--- src/rtl/hpdcache_sync_buffer_rr_arb.sv ---
// Round-robin arbiter sharing one single-entry buffer between N requesters;
// the winning payload leaves, tagged with its requester index, on one valid/ready channel.
module hpdcache_sync_buffer_rr_arb #(
  parameter int unsigned N           = 4,
  parameter bit          FEEDTHROUGH = 1'b0,
  parameter type         data_t      = logic,
  parameter int unsigned ID_W        = (N > 1) ? $clog2(N) : 1
) (
  input  logic            clk_i,
  input  logic            rst_ni,
  input  logic [N-1:0]    req_valid_i,
  output logic [N-1:0]    req_ready_o,
  input  data_t           req_data_i [N],
  output logic            out_valid_o,
  input  logic            out_ready_i,
  output data_t           out_data_o,
  output logic [ID_W-1:0] out_id_o
);

  logic            valid_q;
  logic            valid_d;
  data_t           buf_q;
  logic [ID_W-1:0] id_q;
  logic [ID_W-1:0] prio_q;
  logic [ID_W-1:0] prio_d;
  logic            gnt_vld;
  logic [ID_W-1:0] gnt_idx;
  logic            wok;
  logic            hs;
  logic            we;

  always_comb begin : grant_scan
    int              idx;
    logic [ID_W-1:0] idx_w;
    gnt_vld = 1'b0;
    gnt_idx = '0;
    idx     = 0;
    idx_w   = '0;
    // Scan downward so the candidate closest to prio_q is the last one written.
    for (int k = N - 1; k >= 0; k--) begin
      idx = int'(prio_q) + k;
      if (idx >= int'(N)) idx = idx - int'(N);
      idx_w = ID_W'(idx);
      if (req_valid_i[idx_w]) begin
        gnt_vld = 1'b1;
        gnt_idx = idx_w;
      end
    end
  end

  always_comb begin : write_ctrl
    wok = ~valid_q | (FEEDTHROUGH & out_ready_i);
    hs  = gnt_vld & wok;
    req_ready_o = '0;
    if (hs) req_ready_o[gnt_idx] = 1'b1;
    // With feedthrough, an empty buffer read in the same cycle lets the payload bypass storage.
    if (FEEDTHROUGH) we = hs & ~(valid_q ^ out_ready_i);
    else             we = hs & ~valid_q;
    valid_d = we | (valid_q & ~out_ready_i);
    prio_d  = prio_q;
    if (hs) prio_d = (gnt_idx == ID_W'(N - 1)) ? '0 : gnt_idx + 1'b1;
  end

  always_ff @(posedge clk_i or negedge rst_ni) begin
    if (!rst_ni) begin
      valid_q <= 1'b0;
      prio_q  <= '0;
    end else begin
      valid_q <= valid_d;
      prio_q  <= prio_d;
    end
  end

  always_ff @(posedge clk_i) begin
    if (we) begin
      buf_q <= req_data_i[gnt_idx];
      id_q  <= gnt_idx;
    end
  end

  always_comb begin : out_mux
    out_valid_o = valid_q | (FEEDTHROUGH & (|req_valid_i));
    out_data_o  = buf_q;
    out_id_o    = id_q;
    if (FEEDTHROUGH && !valid_q) begin
      out_data_o = req_data_i[gnt_idx];
      out_id_o   = gnt_idx;
    end
  end

endmodule

--- config.mk ---
export PLATFORM = sky130hd
export DESIGN_NAME = hpdcache_sync_buffer_rr_arb
export DESIGN_NICKNAME = d
export VERILOG_FILES = /design/src/rtl/hpdcache_sync_buffer_rr_arb.sv
export SDC_FILE = /design/constraint.sdc
export NUM_CORES = 1
export LEC_CHECK = 0
export ABC_AREA = 1
export BUFFER_PORTS_ARGS = -buffer_cell sky130_fd_sc_hd__buf_2
export CAP_MARGIN = 40
export CORE_UTILIZATION = 42
export CTS_CLUSTER_DIAMETER = 120
export DETAILED_ROUTE_END_ITERATION = 6
export PLACE_DENSITY = 0.72
export SYNTH_ARGS = -nofsm -noshare
export SYNTH_HDL_FRONTEND = slang
export SYNTH_SLANG_ARGS = --single-unit
--- constraint.sdc ---
create_clock -name clk_i -period 1.5 [get_ports clk_i]
set_input_delay 0.225 -clock clk_i [delete_from_list [all_inputs] [get_ports clk_i]]
set_output_delay 0.225 -clock clk_i [all_outputs]
set_load 0.05 [all_outputs]
==> run_results.csv, run 1 <==
group,metric,value,unit
logic_synthesis,syn_avg_cell_area,6.70,µm²
logic_synthesis,ys.flop_type,"edfxtp_1",
logic_synthesis,synthCells,82,
global_route,antenna_found_initial,0,
sta,worstEndpointGrtRepair,"req_ready_o[2]",
clock_tree,cts_buffers,3,
floorplan,fp.dieW,38.2,µm
logic_synthesis,synth_top_cell_by_area,"nand2_1",
global_route,grt_max_degree,7,
logic_synthesis,synth.most_common_cell,"nand2_1",
clock_tree,cts.sinks,6,
sta,worst_path_end_type,"output port",
logic_synthesis,syn_nets,93,
logic_synthesis,synth_edf_count,3,
logic_synthesis,synth_seq_cells,6,
logic_synthesis,seq_area_frac_synth,30.1,%
clock_tree,cts.path.max_buffers,2,
placed_design,io_buffers,18,
placed_design,dpl_cell_area,798,µm²
status,firstError,"[ERROR DPL-0033] detailed placement checks failed during check placement.",
status,status,"aborted with a tool error",
clock_tree,cts_root_buffer,"clkbuf_4",
logic_synthesis,synthTopCellsByCount,"nand2_1, inv_1, nand3_1",
logic_synthesis,yosysWarnings,0,
logic_synthesis,ys_async_sr_fraction,50.0,%
placed_design,place_hpwl,1050,µm
logic_synthesis,synth_area_leaders,"nand2_1, edfxtp_1, dfrtp_1",
logic_synthesis,ys_types,19,
floorplan,core.rowCount,12,
clock_tree,htreeDepth,1,
floorplan,io_pins,19,
logic_synthesis,netlist_area,549,µm²
placed_design,gp_congestion,0.860,
floorplan,fp.dieH,38.2,µm
status,haltStage,"global routing",
logic_synthesis,synth_top_area_share,19.1,%
floorplan,start_util,47.5,%
## logic make-up after synthesis
family / after synthesis / share of synthesized area (%)
compound gates: 5 / 7.29
buf+inv: 16 / 12.8
flops: 6 / 30.1
simple gates: 55 / 49.9
## timing repair
action / in CTS
pin swaps: 13
hold buffers: 1
setup endpoints to repair: 11
cloned: 0
buffers inserted: 11
resized for setup: 29
endpoints found under the hold margin: 3
## metrics by stage
stage / setup slack (ns) / instances
after floorplan: -0.188 / 82
after detailed placement: -0.442 / 126
after CTS: -0.486 / 142
after global placement: -0.401 / 126
==> run 2, diff against run 1 <==
CORE_AREA = 2 2 63 65   (was unset)
CORE_UTILIZATION = unset   (was 42)
CTS_CLUSTER_DIAMETER = unset   (was 120)
DIE_AREA = 0 0 65 67   (was unset)
PLACE_DENSITY = unset   (was 0.72)
PLACE_DENSITY_LB_ADDON = 0.15   (was unset)
clock period = 2 ns   (was 1.5 ns; I/O delays follow)
==> run 2 against run 1 <==
Effect of this change: the flow now finishes, with violations (setup timing); area after synthesis stayed put; synthesized cell count stayed put.
==> run_results.csv, run 2 <==
group,metric,value,unit
status,status,"complete, but fails checks",
status,violations,"setup timing",
placed_design,place_hpwl,1160,µm
sta,skew,0.00464,ns
sta,period_share,102,%
drt,drtAntennaViolNets,0,
global_route,grt_pass1_wl,2460,µm
finish,final_util,26.7,%
clock_tree,cts_tree,"built",
setup_path,start_kind,"register",
logic_synthesis,netlist_area,549,µm²
logic_synthesis,synth.most_common_cell,"nand2_1",
setup_path,crit_fanout,6,
clock_tree,cts.path.max_buffers,2,
finish,antennaDiodeCount,0,
finish,regArea,168,µm²
global_route,grt_pass1_vias,620,
logic_synthesis,yosysWarnings,0,
logic_synthesis,syn_avg_cell_area,6.70,µm²
setup_path,crit_type,"register to primary output",
run,maxCapViolCount,0,
finish,final_cell_mix,"nand2_1, buf_4, buf_2",
clock_tree,cts.sinks,6,
sta,setup_viol,4,
finish,final_common_cell,"nand2_1",
floorplan,start_util,15.2,%
drt,drc,0,
drt,wire_per_inst,8.83,µm
finish,synthToLayoutAreaGrowth,75.4,%
clock_tree,cts_buffers,3,
setup_path,crit_arrival,1.74,ns
floorplan,fp.dieW,65,µm
drt,viasPerCell,3.77,
setup_path,crit_start,"prio_q[0]",
sta,slew_viol_final,0,
floorplan,die_area,4360,µm²
drt,dr_total_vias,648,
sta,max_freq,490,MHz
global_route,grt_usage,7.42,%
placed_design,dpl_cell_area,768,µm²
drt,wl,1520,µm
finish,final_area,963,µm²
worst_hold_path,hp-start,"out_ready_i",
clock_tree,clkTransAtPathRegs,0.03,ns
logic_synthesis,synth_top_cell_by_area,"nand2_1",
floorplan,io_pins,19,
sta,hold_viol_final,0,
sta,setup_ws,-0.0423,ns
logic_synthesis,synth_seq_cells,6,
finish,layout-drive-gt1-share,55.6,%
logic_synthesis,synthCells,82,
clock_tree,cts_root_buffer,"clkbuf_8",
setup_path,end_kind,"primary output",
sta,period_minus_slack,2.04,ns
setup_path,r2r_slack,0.12,ns
clock_tree,htreeDepth,1,
floorplan,core_area,3610,µm²
global_route,antenna_found_initial,0,
logic_synthesis,synth_top_area_share,19.1,%
finish,n_fill_cell,419,
placed_design,io_buffers,18,
clock_tree,worstSkewPairLatency,0.23,ns
global_route,gr-total-overflow,0,
logic_synthesis,synth_area_leaders,"nand2_1, edfxtp_1, dfrtp_1",
logic_synthesis,synthTopCellsByCount,"nand2_1, inv_1, nand3_1",
placed_design,gp_congestion,0.798,
drt,first_pass_iters,4,
logic_synthesis,ys_types,19,
floorplan,fp.dieH,67,µm
logic_synthesis,seq_area_frac_synth,30.1,%
floorplan,core.rowCount,22,
setup_path,required,1.70,ns
logic_synthesis,ys.flop_type,"edfxtp_1",
placed_design,dp_slack,0.00608,ns
sta,rsz0062_at_grt,"yes",
global_route,grt_max_degree,8,
worst_hold_path,holdCritPathClass,"input pin to register",
logic_synthesis,syn_nets,93,
drt,drt_iter0_drc,25,
sta,fin_tns_setup,-0.122,ns
finish,nets,136,
sta,tightest_slew,0.252,ns
finish,multi_input_area,353,µm²
setup_path,rr_startpoint,"prio_q[0]",
sta,slew_headroom,83.3,%
logic_synthesis,ys_async_sr_fraction,50.0,%
logic_synthesis,synth_edf_count,3,
## run 2: cell counts after synthesis
Identical to the previous run, type by type.
## run 2: through the flow
step           hold slack (ns)  std cells
2_1_floorplan          0.00441         82
6_report                 0.285        172
5_1_grt                  0.280        172
3_5_place_dp             0.103        157
3_3_place_gp            0.0994        157
4_1_cts                  0.289        168
## run 2: repair_timing
| item | in CTS | in global routing |
|---|---|---|
| endpoints found under the setup margin | 4 | 5 |
| hold buffers | 1 | 0 |
| endpoints found under the hold margin | 3 | 0 |
| pin swaps | 6 | 8 |
| setup buffers | 6 | 4 |
| resized for setup | 14 | 8 |
## run 2: cells by family (layout without fill, tap and decap cells)
| kind of cell | Yosys count | after routing | synth area share (%) |
|---|---|---|---|
| AO/OA/AOI/OAI | 5 | 5 | 7.29 |
| AND/OR/NAND/NOR | 55 | 55 | 49.9 |
| flip-flops | 6 | 6 | 30.1 |
| buffers and inverters | 16 | 58 | 12.8 |
## run 2: area by class of cell
type / instances / share of cell area, %
clock buffers: 4 / 4.68
inverters: 15 / 6.10
multi-input cells: 60 / 36.6
flip-flops and latches: 6 / 17.4
well taps: 48 / 6.23
repair buffers: 39 / 29.0
## run 2: worst paths after layout
| kind | to | depth (start not counted) |
|---|---|---|
| min in group asynchronous | out_valid_o | 2 |
| max in group asynchronous | prio_q[0] | 2 |
| setup reg to reg | out_data_o | 13 |
| setup / recovery | req_ready_o[3] | 10 |
| hold reg to reg | prio_q[1] | 2 |
| hold / removal | out_valid_o | 2 |
## run 2: worst max-delay path, cell delays in order (launching register included)
cell     delay [ns]
dfrtp_2        0.46
buf_6          0.16
nand2_4        0.06
nand2_4        0.06
o21ai_2        0.13
nand3_1        0.07
nand2_1        0.08
nand2_2        0.10
buf_4          0.15
nor2_2         0.09
buf_6          0.16
## run 2: metal layers
| metal | vias to the layer above | share of wire, % | global-route usage (%) |
|---|---|---|---|
| met5 | - | 0 | 0 |
| met4 | 0 | 0 | 2.39 |
| met3 | 0 | 3.4 | 3.04 |
| met2 | 14 | 55 | 13.1 |
| met1 | 296 | 42 | 8.00 |
| li1 | 338 | - | - |
Power of run 2 is left out: the tool's default activity adds up to more than one toggle a clock period on the data nets, which glitch-free logic cannot reach.
